<file path="src/rtl/mist_console_fifo_pkg.sv">
// rtl/mist_console_fifo_pkg.sv - shared constants for the console receive FIFO
// Purpose: default depth, byte width and the occupancy counter width helper.
// Ports: none (package).
package mist_console_fifo_pkg;

  localparam int DEPTH_LOG2_DEFAULT = 4;
  localparam int BYTE_W             = 8;

  // Occupancy runs 0..2**depth_log2 inclusive, so it needs one extra bit.
  function automatic int count_width(input int depth_log2);
    return depth_log2 + 1;
  endfunction

endpackage

</file>
<file path="src/rtl/mist_console_fifo_mem.sv">
// rtl/mist_console_fifo_mem.sv - unreset dual-port byte array for the console FIFO
// Purpose: storage with synchronous write and asynchronous read.
// Ports:
//   clk          - write clock
//   we           - write enable
//   waddr, wdata - write address / byte
//   raddr        - read address (read pointer)
//   rdata        - combinational read of raddr
module mist_console_fifo_mem
  import mist_console_fifo_pkg::*;
#(
  parameter int DEPTH_LOG2 = DEPTH_LOG2_DEFAULT
) (
  input  logic                  clk,
  input  logic                  we,
  input  logic [DEPTH_LOG2-1:0] waddr,
  input  logic [BYTE_W-1:0]     wdata,
  input  logic [DEPTH_LOG2-1:0] raddr,
  output logic [BYTE_W-1:0]     rdata
);

  logic [BYTE_W-1:0] mem [2**DEPTH_LOG2];

  always_ff @(posedge clk) begin
    if (we) begin
      mem[waddr] <= wdata;
    end
  end

  assign rdata = mem[raddr];

endmodule

</file>
<file path="src/rtl/mist_console_fifo.sv">
// rtl/mist_console_fifo.sv - first-word fall-through FIFO for console receiver bytes
// Purpose: buffers bytes from a level-style byte-valid strobe for the IO controller.
// Ports:
//   clk, reset - clock and synchronous active-high reset
//   in_data    - received byte
//   in_strobe  - receiver byte-valid level; its rising edge pushes in_data
//   rd_req     - single-cycle pop request
//   ovf_clr    - clears the sticky overflow flag
//   out_data   - head byte (valid when out_valid)
//   out_valid  - FIFO not empty
//   count      - occupancy 0..2**DEPTH_LOG2
//   overflow   - sticky flag: a byte was dropped because the FIFO was full
module mist_console_fifo
  import mist_console_fifo_pkg::*;
#(
  parameter int DEPTH_LOG2 = DEPTH_LOG2_DEFAULT
) (
  input  logic                                clk,
  input  logic                                reset,
  input  logic [BYTE_W-1:0]                   in_data,
  input  logic                                in_strobe,
  input  logic                                rd_req,
  input  logic                                ovf_clr,
  output logic [BYTE_W-1:0]                   out_data,
  output logic                                out_valid,
  output logic [count_width(DEPTH_LOG2)-1:0]  count,
  output logic                                overflow
);

  localparam int CW = count_width(DEPTH_LOG2);
  localparam logic [CW-1:0] FULL_COUNT = CW'(2**DEPTH_LOG2);

  logic                  strobe_q;
  logic [DEPTH_LOG2-1:0] wr_ptr;
  logic [DEPTH_LOG2-1:0] rd_ptr;
  logic                  push_req;
  logic                  push;
  logic                  pop;
  logic                  full;
  logic                  empty;
  logic                  ovf_event;

  assign empty    = (count == '0);
  assign full     = (count == FULL_COUNT);
  assign push_req = in_strobe & ~strobe_q;
  assign pop      = rd_req & ~empty;
  // A pop in the same cycle frees the slot, so a push while full is still taken.
  assign push      = push_req & (~full | pop);
  assign ovf_event = push_req & full & ~pop;

  assign out_valid = ~empty;

  always_ff @(posedge clk) begin
    if (reset) begin
      strobe_q <= 1'b0;
      wr_ptr   <= '0;
      rd_ptr   <= '0;
      count    <= '0;
      overflow <= 1'b0;
    end else begin
      strobe_q <= in_strobe;
      if (push) begin
        wr_ptr <= wr_ptr + 1'b1;
      end
      if (pop) begin
        rd_ptr <= rd_ptr + 1'b1;
      end
      if (push && !pop) begin
        count <= count + 1'b1;
      end else if (pop && !push) begin
        count <= count - 1'b1;
      end
      // Set has priority over clear so a drop in the clearing cycle is not lost.
      if (ovf_event) begin
        overflow <= 1'b1;
      end else if (ovf_clr) begin
        overflow <= 1'b0;
      end
    end
  end

  mist_console_fifo_mem #(
    .DEPTH_LOG2(DEPTH_LOG2)
  ) u_mem (
    .clk   (clk),
    .we    (push),
    .waddr (wr_ptr),
    .wdata (in_data),
    .raddr (rd_ptr),
    .rdata (out_data)
  );

endmodule

</file>
<file path="config.mk">
export PLATFORM = sky130hd
export DESIGN_NAME = mist_console_fifo
export DESIGN_NICKNAME = d
export VERILOG_FILES = /design/src/rtl/mist_console_fifo_pkg.sv /design/src/rtl/mist_console_fifo_mem.sv /design/src/rtl/mist_console_fifo.sv
export SDC_FILE = /design/constraint.sdc
export NUM_CORES = 1
export LEC_CHECK = 0
export ABC_AREA = 0
export CORE_AREA = 4 4 105 107
export CTS_BUF_LIST = sky130_fd_sc_hd__clkbuf_4 sky130_fd_sc_hd__clkbuf_8 sky130_fd_sc_hd__clkbuf_16
export CTS_CLUSTER_DIAMETER = 100
export DETAILED_ROUTE_END_ITERATION = 7
export DIE_AREA = 0 0 109 111
export PLACE_DENSITY = 0.87
export RECOVER_POWER = 25
export SETUP_SLACK_MARGIN = 0.3
export SYNTH_ARGS = -nofsm -noshare
export SYNTH_HDL_FRONTEND = slang
export SYNTH_SLANG_ARGS = --single-unit
</file>
<file path="constraint.sdc">
create_clock -name clk -period 3.7 [get_ports clk]
set_clock_uncertainty 0.05 [all_clocks]
set_input_delay 1.11 -clock clk [delete_from_list [all_inputs] [get_ports clk]]
set_output_delay 1.11 -clock clk [all_outputs]
set_load 0.05 [all_outputs]
</file>
==> qor.csv <==
stage;metric;value;unit
run_status;outcome;completed;
yosys;avgSynthCellArea;18.7;um^2
yosys;synth_adder_area_share;2.27;%
yosys;synth_top_family_by_area;multiplexers;
min_path;hold_end;wr_ptr[1];
sta;final_hold_viol_count;0;
layout;syn_to_final_growth;18.4;%
die;core;10100;um^2
worst_setup_path;critPathKind;reg -> out;
placement;gp_congestion;0.740;
min_path;worstHoldPathType;reg -> reg;
drt;wirelength;11100;um
global_route;grt_pass1_wl;17700;um
drt;num_vias;2974;
run;cap_violations;0;
clock_network;cts_tree;built;
yosys;synth_cell_types;38;
clock_network;clkLatencyLatePin;0.52;ns
worst_setup_path;slowest_stage;mux4_2;
die;die_y;111;um
sta;drv_slew;0;
die;rows;37;
placement;place_hpwl;6650;um
worst_setup_path;timing.rr.start;count[0];
sta;fin_setup_tns;0;ns
clock_network;htreeDepth;4;
yosys;seq_area_frac_synth;72.3;%
layout;antenna-diode-count;0;
min_path;hold_start;wr_ptr[1];
worst_setup_path;cp.arrival;2.20;ns
yosys;muxShareOfSynthArea;12.9;%
worst_setup_path;cp-start-kind;flip-flop;
layout;finish.net_count;376;
sta;slew_headroom;48.4;%
yosys;yosys.area_share.xor_xnor;1.20;%
layout;layout-drive-gt1-share;24.9;%
sta;period_share;90.7;%
min_path;holdPathStages;2;
yosys;synth-simple-area-share;5.89;%
global_route;grt_start_max_net_pins;33;
worst_setup_path;ff2ff_setup_slack;0.71;ns
drt;avgViaCountPerCell;5.92;
drt;first_pass_iters;4;
power_and_ir_drop;leakage;2.30;nW
power_and_ir_drop;ir_worst_vdd;0.000436;V
layout;fill_cells;622;
yosys;synthCells;313;
yosys;synth_top_cell_area_share;65.8;%
yosys;synthesis.nets;336;
worst_setup_path;r2r-end;count[3];
sta;worst_pin_slew;0.771;ns
yosys;ys_top_cells_by_area;edfxtp_1 (66%), mux4_2 (12%), dfxtp_1 (6.5%);
die;die-area;12100;um^2
layout;final_cell_mix;edfxtp_1 (128), mux4_2 (32), nor2_1 (18), dfxtp_1 (18), clkbuf_16 (16);
worst_setup_path;cp.required;2.54;ns
layout;final_common_cell;edfxtp_1;
sta;grt_setup_unrepaired;yes;
placement;port_buffers;27;
yosys;synth_compound_area_share;3.96;%
yosys;ys_warn_count;0;
global_route;grt_util_all_layers;20.2;%
worst_setup_path;reg2reg_depth;11;
drt;drt_drc_violations_left;0;
worst_setup_path;slowest_delay;0.51;ns
layout;final_design_area_no_fill;6910;um^2
die;start_util;57.6;%
sta;finalSetupViolCount;0;
clock_network;cts_buffers;17;
yosys;ys_ff_latch;147;
worst_setup_path;crit_chain;buf_12 -> mux4_2 -> a22oi_1 -> nand2_1 -> buf_4;
global_route;antenna_found_initial;0;
yosys;synth_top_area_cell;edfxtp_1;
placement;place_area;6280;um^2
clock_network;clockBufferDepth;2;
die;die_w;109;um
die;ios;28;
sta;fmax;298;MHz
drt;ant_nets;0;
sta;fin_crit;3.36;ns
worst_setup_path;cp-end-kind;output port;
global_route;grt_pass1_vias;3173;
drt;wl_per_cell;22.1;um
clock_network;clk_pin_slew;0.06;ns
clock_network;cts_root_buf;clkbuf_8;
clock_network;cts_sinks;147;
worst_setup_path;cp_max_fo;15;
drt;drt_iter0_markers;212;
power_and_ir_drop;power_density;699;nW/um^2
global_route;globalRouteOverflowTotal;0;
yosys;syn_area;5840;um^2
-- how the worst max path moves through the flow --
stage / slack (ns) / depth (start not counted) / start / end
3_3_place_gp: 0.13 / 11 / rd_req / count[4]
6_report: 0.34 / 5 / flip-flop / out_data[5]
2_1_floorplan: 0.56 / 10 / rd_req / count[4]
5_1_grt: 0.27 / 5 / flip-flop / out_data[5]
3_5_place_dp: 0.02 / 11 / rd_req / count[3]
4_1_cts: 0.28 / 5 / flip-flop / out_data[5]
-- Yosys cell counts (all sizes together) --
cell type / count
edfxtp: 128
mux4: 32
dfxtp: 19
nor2: 18
a22oi: 16
and2: 14
nand2: 11
ha: 9
buf: 8
clkbuf: 7
nor2b: 6
xor2: 6
a21oi: 5
and4: 4
inv: 4
o211ai: 3
mux2i: 2
nor3b: 2
o21ai: 2
xnor2: 2
a211oi: 1
a21o: 1
a31oi: 1
and3: 1
fa: 1
mux2: 1
nand3: 1
nor3: 1
nor4: 1
nor4bb: 1
o2111ai: 1
or2: 1
or2b: 1
or3: 1
or4: 1
-- metrics by stage --
| step | cells | utilization [%] | worst slack, ns | hold WS, ns | power [mW] |
|---|---|---|---|---|---|
| 6_report | 502 | 68.2 | 0.344 | 0.469 | 4.83 |
| 5_1_grt | 502 | 68.2 | 0.266 | 0.518 | 5.02 |
| 4_1_cts | 502 | 67.9 | 0.281 | 0.477 | 4.84 |
| 3_5_place_dp | 469 | 61.9 | 0.0190 | 0.469 | 3.15 |
| 3_3_place_gp | 469 | 61.9 | 0.131 | 0.444 | 3.11 |
| 2_1_floorplan | 313 | - | 0.555 | 0.427 | 2.82 |
-- power breakdown --
part	total (mW)	internal [mW]	leakage, nW	switching [mW]
clock	1.71	1.10	0.288	0.614
combinational	1.19	0.529	0.702	0.663
sequential	1.93	1.87	1.31	0.0617
-- logic make-up (layout without fill, tap and decap cells) --
family	count (synthesis)	count (layout)
AO/OA/AOI/OAI	30	30
XOR/XNOR	8	8
adder cells (fa/ha/maj)	10	10
buffers and inverters	19	72
flip-flops	147	147
multiplexers	35	35
AND/OR/NAND/NOR	64	64
-- worst max-delay path: cells and delay by family, from the launching register on --
| kind | cells | cell delay, ns |
|---|---|---|
| compound gates | 1 | 0.23 |
| buf+inv | 2 | 0.40 |
| flops | 1 | 0.41 |
| mux | 1 | 0.51 |
| simple gates | 1 | 0.13 |
-- state kept, by name, indices dropped and copies added, names as in the netlist, named ones only --
name,count
count,5
strobe_q,1
u_mem.mem,128
overflow,1
wr_ptr,4
rd_ptr,4
-- cell type report --
type,instances,area [um^2],area share (%)
sequential,147,4230,61.2
clock buffer,19,429,6.21
timing repair buffer,36,345,5.00
tap,136,170,2.46
inverter,4,15.0,0.217
multi-input combinational,147,1560,22.6
clock inverter,13,165,2.39
-- repair_timing --
action                     in CTS  in global routing
setup endpoints to repair       9                  8
buffers inserted                1                  0
resized for setup               3                  7
hold buffers                    0                  0
-- routing by layer --
metal | vias to the layer above | track usage, % | wire [um]
li1 | 1328 | - | -
met1 | 1514 | 25.9 | 4310
met2 | 124 | 33.3 | 5900
met3 | 8 | 5.42 | 785
met4 | 0 | 6.40 | 118
met5 | - | 0 | 0
(Power assumes the default switching activity.)
